$ cat config.mk
export PLATFORM = sky130hd
export DESIGN_NAME = rom_access_arbiter_flat
export DESIGN_NICKNAME = d
export VERILOG_FILES = /design/src/rtl/rom_access_arbiter_pkg.sv /design/src/rtl/rom_access_arbiter_if.sv /design/src/rtl/rom_access_arbiter_rr_arbiter_2.sv /design/src/rtl/rom_access_arbiter.sv /design/src/flat_wrapper.sv
export SDC_FILE = /design/constraint.sdc
export NUM_CORES = 1
export LEC_CHECK = 0
export ABC_AREA = 1
export CORE_ASPECT_RATIO = 0.9
export CORE_UTILIZATION = 32
export CTS_CLUSTER_DIAMETER = 60
export DETAILED_ROUTE_END_ITERATION = 6
export PLACE_DENSITY = 0.82
export SLEW_MARGIN = 30
export SYNTH_ARGS = -nofsm -noshare
export SYNTH_HDL_FRONTEND = slang
export SYNTH_HIERARCHICAL = 1
export SYNTH_SLANG_ARGS = --single-unit
$ cat constraint.sdc
create_clock -name Clock -period 1.1 [get_ports Clock]
set_input_delay 0.22 -clock Clock [delete_from_list [all_inputs] [get_ports Clock]]
set_output_delay 0.22 -clock Clock [all_outputs]
set_load 0.005 [all_outputs]
$ cat src/rtl/rom_access_arbiter_pkg.sv
// Shared types and constants for the two-requester memory arbiter.
// State and requester encodings are fixed so waveforms decode the same everywhere.
package rom_access_arbiter_pkg;

   localparam int ADDR_WIDTH_DEF = 4;
   localparam int DATA_WIDTH_DEF = 8;

   typedef enum logic [1:0] {
      IDLE  = 2'd0,
      ISSUE = 2'd1,
      RESP  = 2'd2
   } state_t;

   localparam logic REQ_A = 1'b0;
   localparam logic REQ_B = 1'b1;

endpackage

$ cat src/rtl/rom_access_arbiter_if.sv
// Requester handshakes plus memory pins for rom_access_arbiter.
// The slave modport is the arbiter; the master modport is the requester/memory side.
interface rom_access_arbiter_if #(
   parameter int ADDR_WIDTH = 4,
   parameter int DATA_WIDTH = 8
);
   logic                  Req_A;
   logic                  Wr_A;
   logic [ADDR_WIDTH-1:0] Addr_A;
   logic [DATA_WIDTH-1:0] WData_A;
   logic                  Ack_A;
   logic                  RValid_A;

   logic                  Req_B;
   logic                  Wr_B;
   logic [ADDR_WIDTH-1:0] Addr_B;
   logic [DATA_WIDTH-1:0] WData_B;
   logic                  Ack_B;
   logic                  RValid_B;

   logic [DATA_WIDTH-1:0] RData;
   logic                  Busy;

   logic                  Mem_WE;
   logic [ADDR_WIDTH-1:0] Mem_Address;
   logic [DATA_WIDTH-1:0] Mem_Data_In;
   logic [DATA_WIDTH-1:0] Mem_Data_Out;

   modport slave (
      input  Req_A, Wr_A, Addr_A, WData_A,
      input  Req_B, Wr_B, Addr_B, WData_B,
      input  Mem_Data_Out,
      output Ack_A, RValid_A, Ack_B, RValid_B,
      output RData, Busy,
      output Mem_WE, Mem_Address, Mem_Data_In
   );

   modport master (
      output Req_A, Wr_A, Addr_A, WData_A,
      output Req_B, Wr_B, Addr_B, WData_B,
      output Mem_Data_Out,
      input  Ack_A, RValid_A, Ack_B, RValid_B,
      input  RData, Busy,
      input  Mem_WE, Mem_Address, Mem_Data_In
   );

endinterface

$ cat src/rtl/rom_access_arbiter_rr_arbiter_2.sv
// Combinational two-way round-robin picker: on a tie the side that did not win last time wins.
module rr_arbiter_2
   import rom_access_arbiter_pkg::*;
(
   input  logic Req_A,
   input  logic Req_B,
   input  logic Last_Grant,
   output logic Grant_Valid,
   output logic Grant_Id
);

   always_comb begin
      Grant_Valid = Req_A | Req_B;
      Grant_Id    = REQ_A;
      if (Req_A && Req_B) begin
         Grant_Id = (Last_Grant == REQ_A) ? REQ_B : REQ_A;
      end else if (Req_B) begin
         Grant_Id = REQ_B;
      end
   end

endmodule

$ cat src/rtl/rom_access_arbiter.sv
// Shares one synchronous memory between requesters A and B, one transaction at a time.
// Writes take IDLE->ISSUE (2 cycles); reads take IDLE->ISSUE->RESP (3 cycles).
module rom_access_arbiter
   import rom_access_arbiter_pkg::*;
#(
   parameter int ADDR_WIDTH = ADDR_WIDTH_DEF,
   parameter int DATA_WIDTH = DATA_WIDTH_DEF
) (
   input  logic                 Clock,
   input  logic                 Reset,
   rom_access_arbiter_if.slave  bus
);

   state_t                state_q, state_d;
   logic                  owner_q, owner_d;
   logic                  last_grant_q, last_grant_d;
   logic                  mem_we_q, mem_we_d;
   logic [ADDR_WIDTH-1:0] mem_addr_q, mem_addr_d;
   logic [DATA_WIDTH-1:0] mem_din_q, mem_din_d;
   logic                  ack_a_q, ack_a_d;
   logic                  ack_b_q, ack_b_d;
   logic                  rvalid_a_q, rvalid_a_d;
   logic                  rvalid_b_q, rvalid_b_d;
   logic                  busy_q, busy_d;

   logic                  grant_valid;
   logic                  grant_id;

   rr_arbiter_2 u_rr (
      .Req_A       (bus.Req_A),
      .Req_B       (bus.Req_B),
      .Last_Grant  (last_grant_q),
      .Grant_Valid (grant_valid),
      .Grant_Id    (grant_id)
   );

   always_comb begin
      state_d      = state_q;
      owner_d      = owner_q;
      last_grant_d = last_grant_q;
      mem_we_d     = 1'b0;
      mem_addr_d   = mem_addr_q;
      mem_din_d    = mem_din_q;
      ack_a_d      = 1'b0;
      ack_b_d      = 1'b0;
      rvalid_a_d   = 1'b0;
      rvalid_b_d   = 1'b0;

      case (state_q)
         IDLE: begin
            if (grant_valid) begin
               mem_addr_d   = (grant_id == REQ_B) ? bus.Addr_B  : bus.Addr_A;
               mem_din_d    = (grant_id == REQ_B) ? bus.WData_B : bus.WData_A;
               mem_we_d     = (grant_id == REQ_B) ? bus.Wr_B    : bus.Wr_A;
               owner_d      = grant_id;
               last_grant_d = grant_id;
               ack_a_d      = (grant_id == REQ_A);
               ack_b_d      = (grant_id == REQ_B);
               state_d      = ISSUE;
            end
         end
         ISSUE: begin
            // The memory acts on the edge leaving ISSUE; read data appears during RESP.
            if (mem_we_q) begin
               state_d = IDLE;
            end else begin
               rvalid_a_d = (owner_q == REQ_A);
               rvalid_b_d = (owner_q == REQ_B);
               state_d    = RESP;
            end
         end
         RESP:    state_d = IDLE;
         default: state_d = IDLE;
      endcase

      busy_d = (state_d != IDLE);
   end

   always_ff @(posedge Clock) begin
      if (Reset) begin
         state_q      <= IDLE;
         owner_q      <= REQ_A;
         last_grant_q <= REQ_B;
         mem_we_q     <= 1'b0;
         mem_addr_q   <= '0;
         mem_din_q    <= '0;
         ack_a_q      <= 1'b0;
         ack_b_q      <= 1'b0;
         rvalid_a_q   <= 1'b0;
         rvalid_b_q   <= 1'b0;
         busy_q       <= 1'b0;
      end else begin
         state_q      <= state_d;
         owner_q      <= owner_d;
         last_grant_q <= last_grant_d;
         mem_we_q     <= mem_we_d;
         mem_addr_q   <= mem_addr_d;
         mem_din_q    <= mem_din_d;
         ack_a_q      <= ack_a_d;
         ack_b_q      <= ack_b_d;
         rvalid_a_q   <= rvalid_a_d;
         rvalid_b_q   <= rvalid_b_d;
         busy_q       <= busy_d;
      end
   end

   assign bus.Mem_WE      = mem_we_q;
   assign bus.Mem_Address = mem_addr_q;
   assign bus.Mem_Data_In = mem_din_q;
   assign bus.Ack_A       = ack_a_q;
   assign bus.Ack_B       = ack_b_q;
   assign bus.RValid_A    = rvalid_a_q;
   assign bus.RValid_B    = rvalid_b_q;
   assign bus.Busy        = busy_q;
   assign bus.RData       = bus.Mem_Data_Out;

endmodule

$ cat src/flat_wrapper.sv
// flat-port wrapper written by rule: the top's interface ports become plain ports
module rom_access_arbiter_flat import rom_access_arbiter_pkg::*;
#(
   parameter int ADDR_WIDTH = ADDR_WIDTH_DEF,
   parameter int DATA_WIDTH = DATA_WIDTH_DEF
)
  (Clock, Reset, bus_Req_A, bus_Wr_A, bus_Addr_A, bus_WData_A, bus_Req_B, bus_Wr_B, bus_Addr_B, bus_WData_B, bus_Mem_Data_Out, bus_Ack_A, bus_RValid_A, bus_Ack_B, bus_RValid_B, bus_RData, bus_Busy, bus_Mem_WE, bus_Mem_Address, bus_Mem_Data_In);
  rom_access_arbiter_if #(.ADDR_WIDTH(ADDR_WIDTH), .DATA_WIDTH(DATA_WIDTH)) bus_i ();
  input  logic Clock;
  input  logic Reset;
  input wire logic [$bits(bus_i.Req_A)-1:0] bus_Req_A;
  input wire logic [$bits(bus_i.Wr_A)-1:0] bus_Wr_A;
  input wire logic [$bits(bus_i.Addr_A)-1:0] bus_Addr_A;
  input wire logic [$bits(bus_i.WData_A)-1:0] bus_WData_A;
  input wire logic [$bits(bus_i.Req_B)-1:0] bus_Req_B;
  input wire logic [$bits(bus_i.Wr_B)-1:0] bus_Wr_B;
  input wire logic [$bits(bus_i.Addr_B)-1:0] bus_Addr_B;
  input wire logic [$bits(bus_i.WData_B)-1:0] bus_WData_B;
  input wire logic [$bits(bus_i.Mem_Data_Out)-1:0] bus_Mem_Data_Out;
  output wire logic [$bits(bus_i.Ack_A)-1:0] bus_Ack_A;
  output wire logic [$bits(bus_i.RValid_A)-1:0] bus_RValid_A;
  output wire logic [$bits(bus_i.Ack_B)-1:0] bus_Ack_B;
  output wire logic [$bits(bus_i.RValid_B)-1:0] bus_RValid_B;
  output wire logic [$bits(bus_i.RData)-1:0] bus_RData;
  output wire logic [$bits(bus_i.Busy)-1:0] bus_Busy;
  output wire logic [$bits(bus_i.Mem_WE)-1:0] bus_Mem_WE;
  output wire logic [$bits(bus_i.Mem_Address)-1:0] bus_Mem_Address;
  output wire logic [$bits(bus_i.Mem_Data_In)-1:0] bus_Mem_Data_In;
  assign bus_i.Req_A = bus_Req_A;
  assign bus_i.Wr_A = bus_Wr_A;
  assign bus_i.Addr_A = bus_Addr_A;
  assign bus_i.WData_A = bus_WData_A;
  assign bus_i.Req_B = bus_Req_B;
  assign bus_i.Wr_B = bus_Wr_B;
  assign bus_i.Addr_B = bus_Addr_B;
  assign bus_i.WData_B = bus_WData_B;
  assign bus_i.Mem_Data_Out = bus_Mem_Data_Out;
  assign bus_Ack_A = bus_i.Ack_A;
  assign bus_RValid_A = bus_i.RValid_A;
  assign bus_Ack_B = bus_i.Ack_B;
  assign bus_RValid_B = bus_i.RValid_B;
  assign bus_RData = bus_i.RData;
  assign bus_Busy = bus_i.Busy;
  assign bus_Mem_WE = bus_i.Mem_WE;
  assign bus_Mem_Address = bus_i.Mem_Address;
  assign bus_Mem_Data_In = bus_i.Mem_Data_In;
  rom_access_arbiter #(.ADDR_WIDTH(ADDR_WIDTH), .DATA_WIDTH(DATA_WIDTH)) u_core (.Clock(Clock), .Reset(Reset), .bus(bus_i));
endmodule
Word level (Yosys, flattened, before mapping)

Cells that the tools add are included.

Input bits: 38
Output and inout port bits: 26
Register bits: 22
Word-level logic and storage cells: 33

Muxes and demuxes: 9
Eq/ne operators: 1
Bitwise gates (word level): 6
Reduce and logical (&&, ||, !) cells: 6

Operators by type and width:

| operator             | count |
|---|---|
| $mux W8              | 1 |
| $reduce_or A3 Y1     | 2 |
| $not A1 Y1           | 5 |
| $mux W1              | 4 |
| $mux W2              | 2 |
| $mux W4              | 1 |
| $pmux W2 S2          | 1 |
| $eq A2 B1 Y1 const B | 1 |
| $logic_not A2 Y1     | 1 |
| $reduce_and A2 Y1    | 1 |
| $reduce_bool A2 Y1   | 1 |
| $logic_and A1 B1 Y1  | 1 |
| $or A1 B1 Y1         | 1 |

Depth between registers and ports, before layout

Depth in word-level cells: 4
Mapped depth: 9
Mapped depth without buffers: 7

Cells and area by module

Netlist, hierarchy kept.

By module, submodules not included:

| module             | seq. area each (um2) | area an instance (um2) | instances | cells each |
|---|---|---|---|---|
| rom_access_arbiter | 440.4                | 1011.0                 | 1         | 138 |
| rr_arbiter_2       | 0.0                  | 15.0                   | 1         | 3 |

Least setup slack after synthesis

OpenSTA, ideal clock, no wires.

Path type: register to register
From: reg u_core.last_grant_q
To: reg u_core.mem_din_q[6], in the netlist u_core/bus.Mem_Data_In[6]
Setup time: 112 ps
Arrival: 943 ps
Cell stages (with the launch flop): 9
Clock period less this slack: 1056 ps
Data required time: 988 ps
Path slack: 44 ps
Cells stage by stage: dfxtp_1 > a21oi_1 > buf_6 > inv_2 > buf_6 > nand2_1 > nand2_1 > nand3_2 > nand2_1

Longest elaborated chain between the ends: 3

Ends and longest elaborated chain:

| what                     | RTL line                              | source |
|---|---|---|
| start: declaration       | rom_access_arbiter.sv:16              | `logic last_grant_q, last_grant_d;` |
| start signal: assignment | rom_access_arbiter.sv:95              | `last_grant_q <= last_grant_d;` |
| $mux W1                  | rom_access_arbiter_rr_arbiter_2.sv:16 | `Grant_Id = (Last_Grant == REQ_A) ? REQ_B : REQ_A;` |
| $mux W1                  | rom_access_arbiter_rr_arbiter_2.sv:15 | `if (Req_A && Req_B) begin` |
| via u_core.grant_id      | rom_access_arbiter.sv:27              | `logic grant_id;` |
| $mux W8                  | rom_access_arbiter.sv:53              | `mem_din_d = (grant_id == REQ_B) ? bus.WData_B : bus.WData_A;` |
| end signal: assignment   | rom_access_arbiter.sv:98              | `mem_din_q <= mem_din_d;` |
| end: declaration         | rom_access_arbiter.sv:19              | `logic [DATA_WIDTH-1:0] mem_din_q, mem_din_d;` |

The timed path passes the listed nets, and every way through them passes these cells.
A chain may end at the register's enable or synchronous reset.

Final worst setup path

From: reg u_core.last_grant_q
To: reg u_core.mem_din_q[3], in the netlist u_core/bus.Mem_Data_In[3]

Same word-level chain as after synthesis.

==> impl_metrics.toml <==
[sta]
period_share_pct = 101.9
clock_skew_ns = 0.006404
hold_viol_final = 0
setup_ws_ns = -0.02122
rsz0062_at_grt = "yes"
slew_violations = 0
max-slew-margin-rel_pct = 84.01
fin_crit_ns = 1.121
finalSetupViolations = 6
fmax_mhz = 891.9
worstMarginPinSlew_ns = 0.2393

[power]
p_per_area_nw_per_um2 = 1195
ir_drop_uv = 556.8
p_leak_nw = 0.7817
power_mw = 1.831

[clock_network]
clock_latency_ns = 0.30
clock_sinks = 22
clockRootBuffer = "clkbuf_4"
clkSlewWorstSetupHoldPaths_ns = 0.12
cts_max_level = 1
postCtsHoldBufs = 0
cts_tree = "done"
cts_buffer_depth = 2
cts_made_buffers = 3

[synthesis]
ys_seq_area_share_pct = 42.93
syn-num-nets = 179
yosys.cell_types.count = 17
synth_most_common_cell = "nand2_1"
yosysTopAreaCell = "dfxtp_1"
synth_flop_cell = "dfxtp_1"
synth_cells = 141
syn-cell-area_um2 = 1026
synth-edff-count = 0
synth_top_cell_area_share_pct = 42.93
yosys-top-cells-area = "dfxtp_1 (43%), nand2_1 (20%), nand3_1 (12%), buf_4 (7.3%), buf_6 (4.4%)"
ys_top_cells_by_count = "nand2_1 (55), nand3_1 (25), dfxtp_1 (22)"
post_synth.cell_area_avg_um2 = 7.276
synthArstFlopShare_pct = 0
synth_seq_cells = 22
yosys_warnings = 6

[placed_design]
place.gp.congestion = 0.7845
dp.cells = 219
hpwl_um = 1791
io_buffers = 47

[worst_setup_path]
startpoint_type = "flop"
path_class = "reg2reg"
regToRegEndpoint = "u_core/bus.Mem_Data_In[3]"
critical_path.max_stage_delay_ns = 0.36
slowest_stage = "dfxtp_2"
arrival_ns = 1.33
critPathCaptureType = "flop"
r2r_start = "u_core/last_grant_q"
reg2reg_slack_ns = -0.02
critPathMostFrequentCell = "nand2_1"
path_cells = "a21oi_4 -> buf_4 -> inv_4 -> nand2_1 -> nand2_1 -> nand3_1 -> nand2_1"
r2r_cells = 7
cp.required_ns = 1.31
cp_max_fo = 6

[drt]
wire_per_inst_um = 11.03
met3_length_um = 162
totalWireLength_um = 2514
wl_met1_um = 1105
ant_nets = 0
drt-initial-drc-count = 24
top_layer = "met4"
drt_first_pass_iters = 4
vias = 1017
post-route-drc-count = 0
wl_met2_um = 1233
via_per_inst = 4.461

[global_routing]
grt_pass1_vias = 923
grt-ovfl-total = 0
grt_pass1_wl_um = 3981
grt.total_usage_pct = 15.19
antenna_found_initial = 0
grt_start_max_net_pins = 17

[min_path]
hp-class = "in2reg"
hold_end = "u_core/bus.Ack_A"
hold_path.startpoint = "bus_Req_B"
hold_depth = 5

[status]
violations = "setup timing"
status = "complete, but fails checks"

[floorplanning]
num_rows = 19
start_util_pct = 33.72
die_h_um = 55.72
coreArea_um2 = 3043
ios = 64
die_area_um2 = 3437
dieWidth_um = 61.69

[cells_and_area]
diodes = 0
nets = 225
area_growth_pct = 49.39
final_util_pct = 50.37
drive_above_1_share_pct = 36.02
fin_cells = 228

[job]
max_cap_viol_count = 0
worst max-delay path: cells and delay by family, from the launching register on:
kind	cells	cell delay (ns)
buffers and inverters	2	0.22
DFF	1	0.36
and+or+nand+nor	4	0.22
AOI/OAI and AO/OA	1	0.23
power by group:
part	switching (mW)	internal, mW
Combinational	0.227	0.247
Clock	0.236	0.202
Sequential	0.0418	0.878
Total	0.505	1.33
metal layers:
metal	vias to the layer above	global-route usage, %
met3	2	5.581
met2	29	26.11
met1	463	17.44
met4	0	3.492
met5	-	0
li1	523	-
kinds of logic (layout without fill, tap and decap cells):
group,count (synthesis),after routing,share of synthesized area (%)
AOI/OAI and AO/OA,2,2,1.219
buffers and inverters,24,69,15.61
and+or+nand+nor,93,93,40.25
DFF,22,22,42.93
how the worst max path moves through the flow:
stage / startpoint / endpoint / cells after the start
2_1_floorplan: u_core/last_grant_q / u_core/bus.Mem_Data_In[6] / 8
3_3_place_gp: bus_Req_B / u_core/bus.Mem_WE / 6
3_5_place_dp: bus_Req_B / u_core/bus.Mem_WE / 6
4_1_cts: bus_Req_B / u_core/bus.Mem_Address[2] / 8
5_1_grt: u_core/last_grant_q / u_core/bus.Mem_Data_In[3] / 7
6_report: u_core/last_grant_q / u_core/bus.Mem_Data_In[3] / 7
flip-flops by register name, summed over array words and instances, names as in the netlist:
register and cells:
u_core/bus.Mem_Address 4, u_core/state_q 2, u_core/last_grant_q 1, u_core/bus.Busy 1, u_core/bus.Ack_B 1, u_core/owner_q 1, u_core/bus.RValid_A 1, u_core/bus.Mem_WE 1
u_core/bus.RValid_B 1, u_core/bus.Mem_Data_In 8, u_core/bus.Ack_A 1
final cells by class:
cell class | count | area, um2
Multi-Input combinational cell | 95 | 469.2
Sequential cell | 22 | 460.4
Clock buffer | 4 | 36.28
Timing Repair Buffer | 56 | 473.0
Timing Repair inverter | 1 | 6.256
Tap cell | 42 | 52.55
Inverter | 8 | 35.03
Fill cell | 317 | 1510
what timing repair did:
action | in CTS | in global routing
resized for setup | 53 | 40
endpoints found under the setup margin | 36 | 33
pin swaps | 2 | 11
gates cloned | 0 | 1
buffers inserted | 3 | 1
cells in the final DEF, fill, tap and decap left out:
| cell type | n |
|---|---|
| buf_12 | 1 |
| nand4_1 | 1 |
| buf_4 | 5 |
| nor2_1 | 5 |
| clkdlybuf4s50_1 | 27 |
| dfxtp_2 | 16 |
| nand3_2 | 3 |
| inv_4 | 1 |
| clkbuf_2 | 18 |
| clkbuf_8 | 1 |
| a21oi_4 | 1 |
| clkinv_4 | 1 |
| nor2_2 | 1 |
| nor2_4 | 1 |
| a21boi_1 | 1 |
| nand2_4 | 1 |
| nand2_1 | 47 |
| nand3_1 | 24 |
| clkbuf_4 | 3 |
| or2_4 | 1 |
| dfxtp_1 | 6 |
| dlygate4sd2_1 | 1 |
| inv_1 | 6 |
| dlymetal6s2s_1 | 1 |
| buf_6 | 3 |
| inv_2 | 1 |
| nand2_2 | 9 |
metrics by stage:
step                      cell area (um2)  worst slack, ns  TNS (ns)  hold slack [ns]
after floorplan                      1026          0.04441         0           0.3790
after global placement               1469          -0.4536    -8.130           0.4297
after detailed placement             1469          -0.4989    -8.646           0.4400
after CTS                            1565         -0.01343  -0.02977           0.4400
after global routing                 1533         -0.06671   -0.6868           0.4052
final                                1533         -0.02122  -0.04925           0.4103
(Power assumes the default switching activity.)
==> patch 1, RTL diff (config.mk and constraints unchanged) <==
`DATA_WIDTH_DEF`: 8 -> 6.
--- a/src/rtl/rom_access_arbiter_pkg.sv
+++ b/src/rtl/rom_access_arbiter_pkg.sv
@@ -4,5 +4,5 @@
 
    localparam int ADDR_WIDTH_DEF = 4;
-   localparam int DATA_WIDTH_DEF = 8;
+   localparam int DATA_WIDTH_DEF = 6;
 
    typedef enum logic [1:0] {
Ports: changed (5 resized); port bits go from 64 to 54. The function was not compared with the original's and may differ.
==> patch 1 against the original RTL <==
- the flow still finishes with violations (negative setup slack)
- final area fell by 7.1%
- total power fell by 8.2%
- clock skew fell by 3.3 ps
- sequential cell count fell by 2
- worst setup slack got worse by 14 ps
- critical path depth fell by 1
- global-route usage rose by 0.17 points
- sequential share of layout area fell by 0.78 points
- die area fell by 9.4%
- wire length fell by 10%
- clock power fell by 22%
- utilization rose by 1.5 points
- area after synthesis fell by 9.8%
- critical path type unchanged
- highest routed layer unchanged
==> patch 1: results (changes against the original RTL) <==
{
  "cells_and_area": {
    "n_fill_cell": {"value": 301, "change": "-5.0%"},
    "largest_register_ffs": {"value": 6, "change": "-2"},
    "stdcell_count": {"value": 220, "change": "-3.5%"},
    "final_layout_size_suffix_gt1_frac": {"value": 0.278, "change": "-0.0824"}
  },
  "timing": {
    "finalWorstSetupSlack": {"value": -35.2, "unit": "ps", "change": "-14.0 ps"},
    "finalSetupViolCount": {"value": 6, "change": "unchanged"},
    "worstMarginPinSlew": {"value": 272, "unit": "ps", "change": "+32.4 ps"},
    "clock_skew": {"value": 3.14, "unit": "ps", "change": "-3.26 ps"}
  },
  "placement": {
    "dpl.hpwl": {"value": 1450, "unit": "um", "change": "-19%"},
    "place.port_buffers": {"value": 41, "change": "-13%"},
    "routabilityCongestion": {"value": 0.766, "change": "-2.4%"}
  },
  "critical_path": {
    "rr_worst_depth": {"value": 6, "change": "-1"}
  },
  "outcome": {
    "outcome": "complete, but fails checks",
    "failed_checks": "negative setup slack"
  },
  "grt": {
    "grt_first_pass_wirelength": {"value": 3410, "unit": "um", "change": "-14%"},
    "grt_max_degree": {"value": 12, "change": "-5"},
    "grt.total_usage": {"value": 0.154, "change": "+0.00169"}
  },
  "route": {
    "drt-total-wl": {"value": 2250, "unit": "um", "change": "-10%"}
  },
  "pwr": {
    "ir_worst_vdd": {"value": 411, "unit": "uV", "change": "-26%"},
    "power_switching_share": {"value": 0.292, "change": "+0.0167"}
  },
  "synth": {
    "synth_seq_area_share": {"value": 0.432, "change": "+0.00316"},
    "netlist_instances": {"value": 137, "change": "-2.8%"},
    "synth_top_cells_by_count": "54 x sky130_fd_sc_hd__nand2_1, 25 x sky130_fd_sc_hd__nor2_1, 20 x sky130_fd_sc_hd__dfxtp_1, 15 x sky130_fd_sc_hd__inv_1, 7 x sky130_fd_sc_hd__buf_4",
    "ys_types": {"value": 14, "change": "-3"}
  },
  "worst_hold_path": {
    "worstHoldStart": "bus_Mem_Data_Out[2]",
    "worst_hold_path.num_cells": {"value": 0, "change": "-5"},
    "hold_path.class": "in2out"
  }
}
## patch 1: stage by stage
stage,instance area [um2],setup TNS (ps)
2_1_floorplan,930,0
3_3_place_gp,1320,-4780
3_5_place_dp,1320,-5260
4_1_cts,1390,-50.7
5_1_grt,1420,-620
6_report,1420,-136
## patch 1: per-layer routing
metal  wire [um]  part of all wire  global-route usage  vias up
li1            -                 -                   -      482
met1        1050              0.46               0.194      398
met2        1040              0.46               0.236       33
met3         112             0.050              0.0293        5
met4          57             0.025               0.107        0
met5           0                 0                   0        -
## patch 1: cell families (layout without fill, tap and decap cells)
logic type	Yosys count	after routing	synth area share
and+or+nand+nor	87	88	0.378
DFF	20	20	0.432
buffers and inverters	27	69	0.173
AOI/OAI and AO/OA	3	3	0.0162
## patch 1: what timing repair did
action,CTS,global route
hold endpoints to repair,0,0
hold buffers,0,0
cloned,2,0
setup buffers,1,3
resized for setup,48,26
pin swaps,5,13
endpoints found under the setup margin,26,23
## patch 1: final timing paths
| kind | to | slack, ps |
|---|---|---|
| setup / recovery | u_core/bus.Mem_Address[1]$_SDFFE_PP0P_ | -40 |
| hold / removal | bus_RData[2] | 440 |
| setup reg to reg | u_core/bus.Mem_Address[1]$_SDFFE_PP0P_ | -40 |
| hold reg to reg | u_core/bus.RValid_A$_SDFF_PP0_ | 450 |
## patch 1: area by class of cell
| cell class | instances | area share |
|---|---|---|
| Timing Repair Buffer | 49 | 0.309 |
| Multi-Input combinational cell | 91 | 0.294 |
| Sequential cell | 20 | 0.293 |
| Inverter | 16 | 0.0475 |
| Tap cell | 40 | 0.0351 |
| Clock buffer | 3 | 0.0158 |
| Timing Repair inverter | 1 | 0.00527 |
## patch 1: power groups by stage
| stage | registers [mW] | logic, mW | clock network, mW |
|---|---|---|---|
| final | 0.845 | 0.494 | 0.341 |
| after global routing | 0.853 | 0.552 | 0.384 |
| after CTS | 0.845 | 0.469 | 0.343 |
| after detailed placement | 0.851 | 0.464 | 0 |
| after global placement | 0.849 | 0.456 | 0 |
| after floorplan | 0.853 | 0.252 | 0 |
==> patch 2, RTL diff (config.mk and constraints unchanged) <==
Without the edit above. Encoding of `state_t`: now one-hot (3 bits for 3 states).
--- a/src/rtl/rom_access_arbiter_pkg.sv
+++ b/src/rtl/rom_access_arbiter_pkg.sv
@@ -6,8 +6,8 @@
    localparam int DATA_WIDTH_DEF = 8;
 
-   typedef enum logic [1:0] {
-      IDLE  = 2'd0,
-      ISSUE = 2'd1,
-      RESP  = 2'd2
+   typedef enum logic [2:0] {
+      IDLE  = 3'b001,
+      ISSUE = 3'b010,
+      RESP  = 3'b100
    } state_t;
 
Check against the original RTL: same outputs for any inputs over 10 cycles, from zero or initial values and one cycle with Reset high; not proved beyond that.
==> patch 2 against the original RTL <==
- area after synthesis grew 2.9%
- wire length grew 6.8%
- via count grew 3.9%
- final area grew 7.2%
- critical path type is now reg2out
- total power grew 7.3%
- count of clock-buffer cells in the layout is the same
- largest cell class unchanged
- clock skew grew 2.3 ps
- worst setup slack gained 61 ps
- sequential cell count grew 1
- critical endpoint is now bus_Mem_Data_In[5]
==> patch 2: results (changes against the original RTL) <==
{
  "grt": {
    "first_global_vias": {"value": 1011, "change": "+9.5%"},
    "grt.total_usage": {"value": 0.158, "change": "+0.00598"},
    "grt_first_pass_wirelength": {"value": 4330, "unit": "um", "change": "+8.7%"}
  },
  "pwr": {
    "p_comb": {"value": 0.614, "unit": "mW", "change": "+30%"},
    "ir_worst_vdd": {"value": 855, "unit": "uV", "change": "+54%"},
    "power_clock": {"value": 0.370, "unit": "mW", "change": "-16%"},
    "total_leakage_power": {"value": 0.833, "unit": "nW", "change": "+6.6%"}
  },
  "outcome": {
    "outcome": "completed"
  },
  "critical_path": {
    "path_max_fanout": {"value": 2, "change": "-4"},
    "timing.critical_path.to": "bus_Mem_Data_In[5]",
    "regToRegEndpoint": "u_core/bus.Mem_Address[0]$_SDFFE_PP0P_",
    "setup.reg_to_reg.worst_slack": {"value": 70, "unit": "ps", "change": "+90 ps"}
  },
  "placement": {
    "dpl.hpwl": {"value": 1810, "unit": "um", "change": "+1.2%"},
    "routabilityCongestion": {"value": 0.697, "change": "-11%"}
  },
  "route": {
    "detailedRoute.firstIterationViolations": {"value": 28, "change": "+17%"},
    "dr_total_vias": {"value": 1057, "change": "+3.9%"},
    "route.met2.wl": {"value": 1420, "unit": "um", "change": "+15%"},
    "drt-total-wl": {"value": 2680, "unit": "um", "change": "+6.8%"},
    "met1Wirelength": {"value": 1050, "unit": "um", "change": "-5.2%"}
  },
  "cells_and_area": {
    "final_net_count": {"value": 235, "change": "+4.4%"},
    "n_fill_cell": {"value": 304, "change": "-4.1%"},
    "final_layout_size_suffix_gt1_frac": {"value": 0.332, "change": "-0.0286"}
  },
  "synth": {
    "synth_seq_area_share": {"value": 0.436, "change": "+0.00675"},
    "synth_area_leaders": "sky130_fd_sc_hd__dfxtp_1 44%, sky130_fd_sc_hd__nand2_1 19%, sky130_fd_sc_hd__nand3_1 13%"
  },
  "worst_hold_path": {
    "hold-path-endpoint": "bus_RData[0]",
    "worst_hold_path.num_cells": {"value": 0, "change": "-5"}
  }
}
patch 2: cell count changes in the layout (fill, tap and decap cells not counted), sizes merged:
cell / unedited run / this run
dlygate4sd2: 1 / 2
inv: 8 / 12
buf: 9 / 13
clkbuf: 22 / 17
dlymetal6s2s: 1 / 0
nand3: 27 / 28
dfxtp: 22 / 23
nor2: 7 / 8
clkdlybuf4s15: 0 / 5
clkinv: 1 / 0
patch 2: cells by family (layout without fill, tap and decap cells):
logic type	after synthesis	in the layout
compound gates	2	2
flops	23	23
buf+inv	27	76
simple gates	94	95
patch 2: cell type report:
class / count / share of cell area
Inverter: 12 / 0.0289
Sequential cell: 23 / 0.294
Tap cell: 42 / 0.0320
Timing Repair Buffer: 60 / 0.332
Clock buffer: 4 / 0.0160
Multi-Input combinational cell: 97 / 0.297
patch 2: repair_timing:
item / CTS / global route
pin swaps: 4 / 2
gates cloned: 1 / 0
buffers inserted: 3 / 3
endpoints found under the setup margin: 34 / 29
resized for setup: 63 / 24
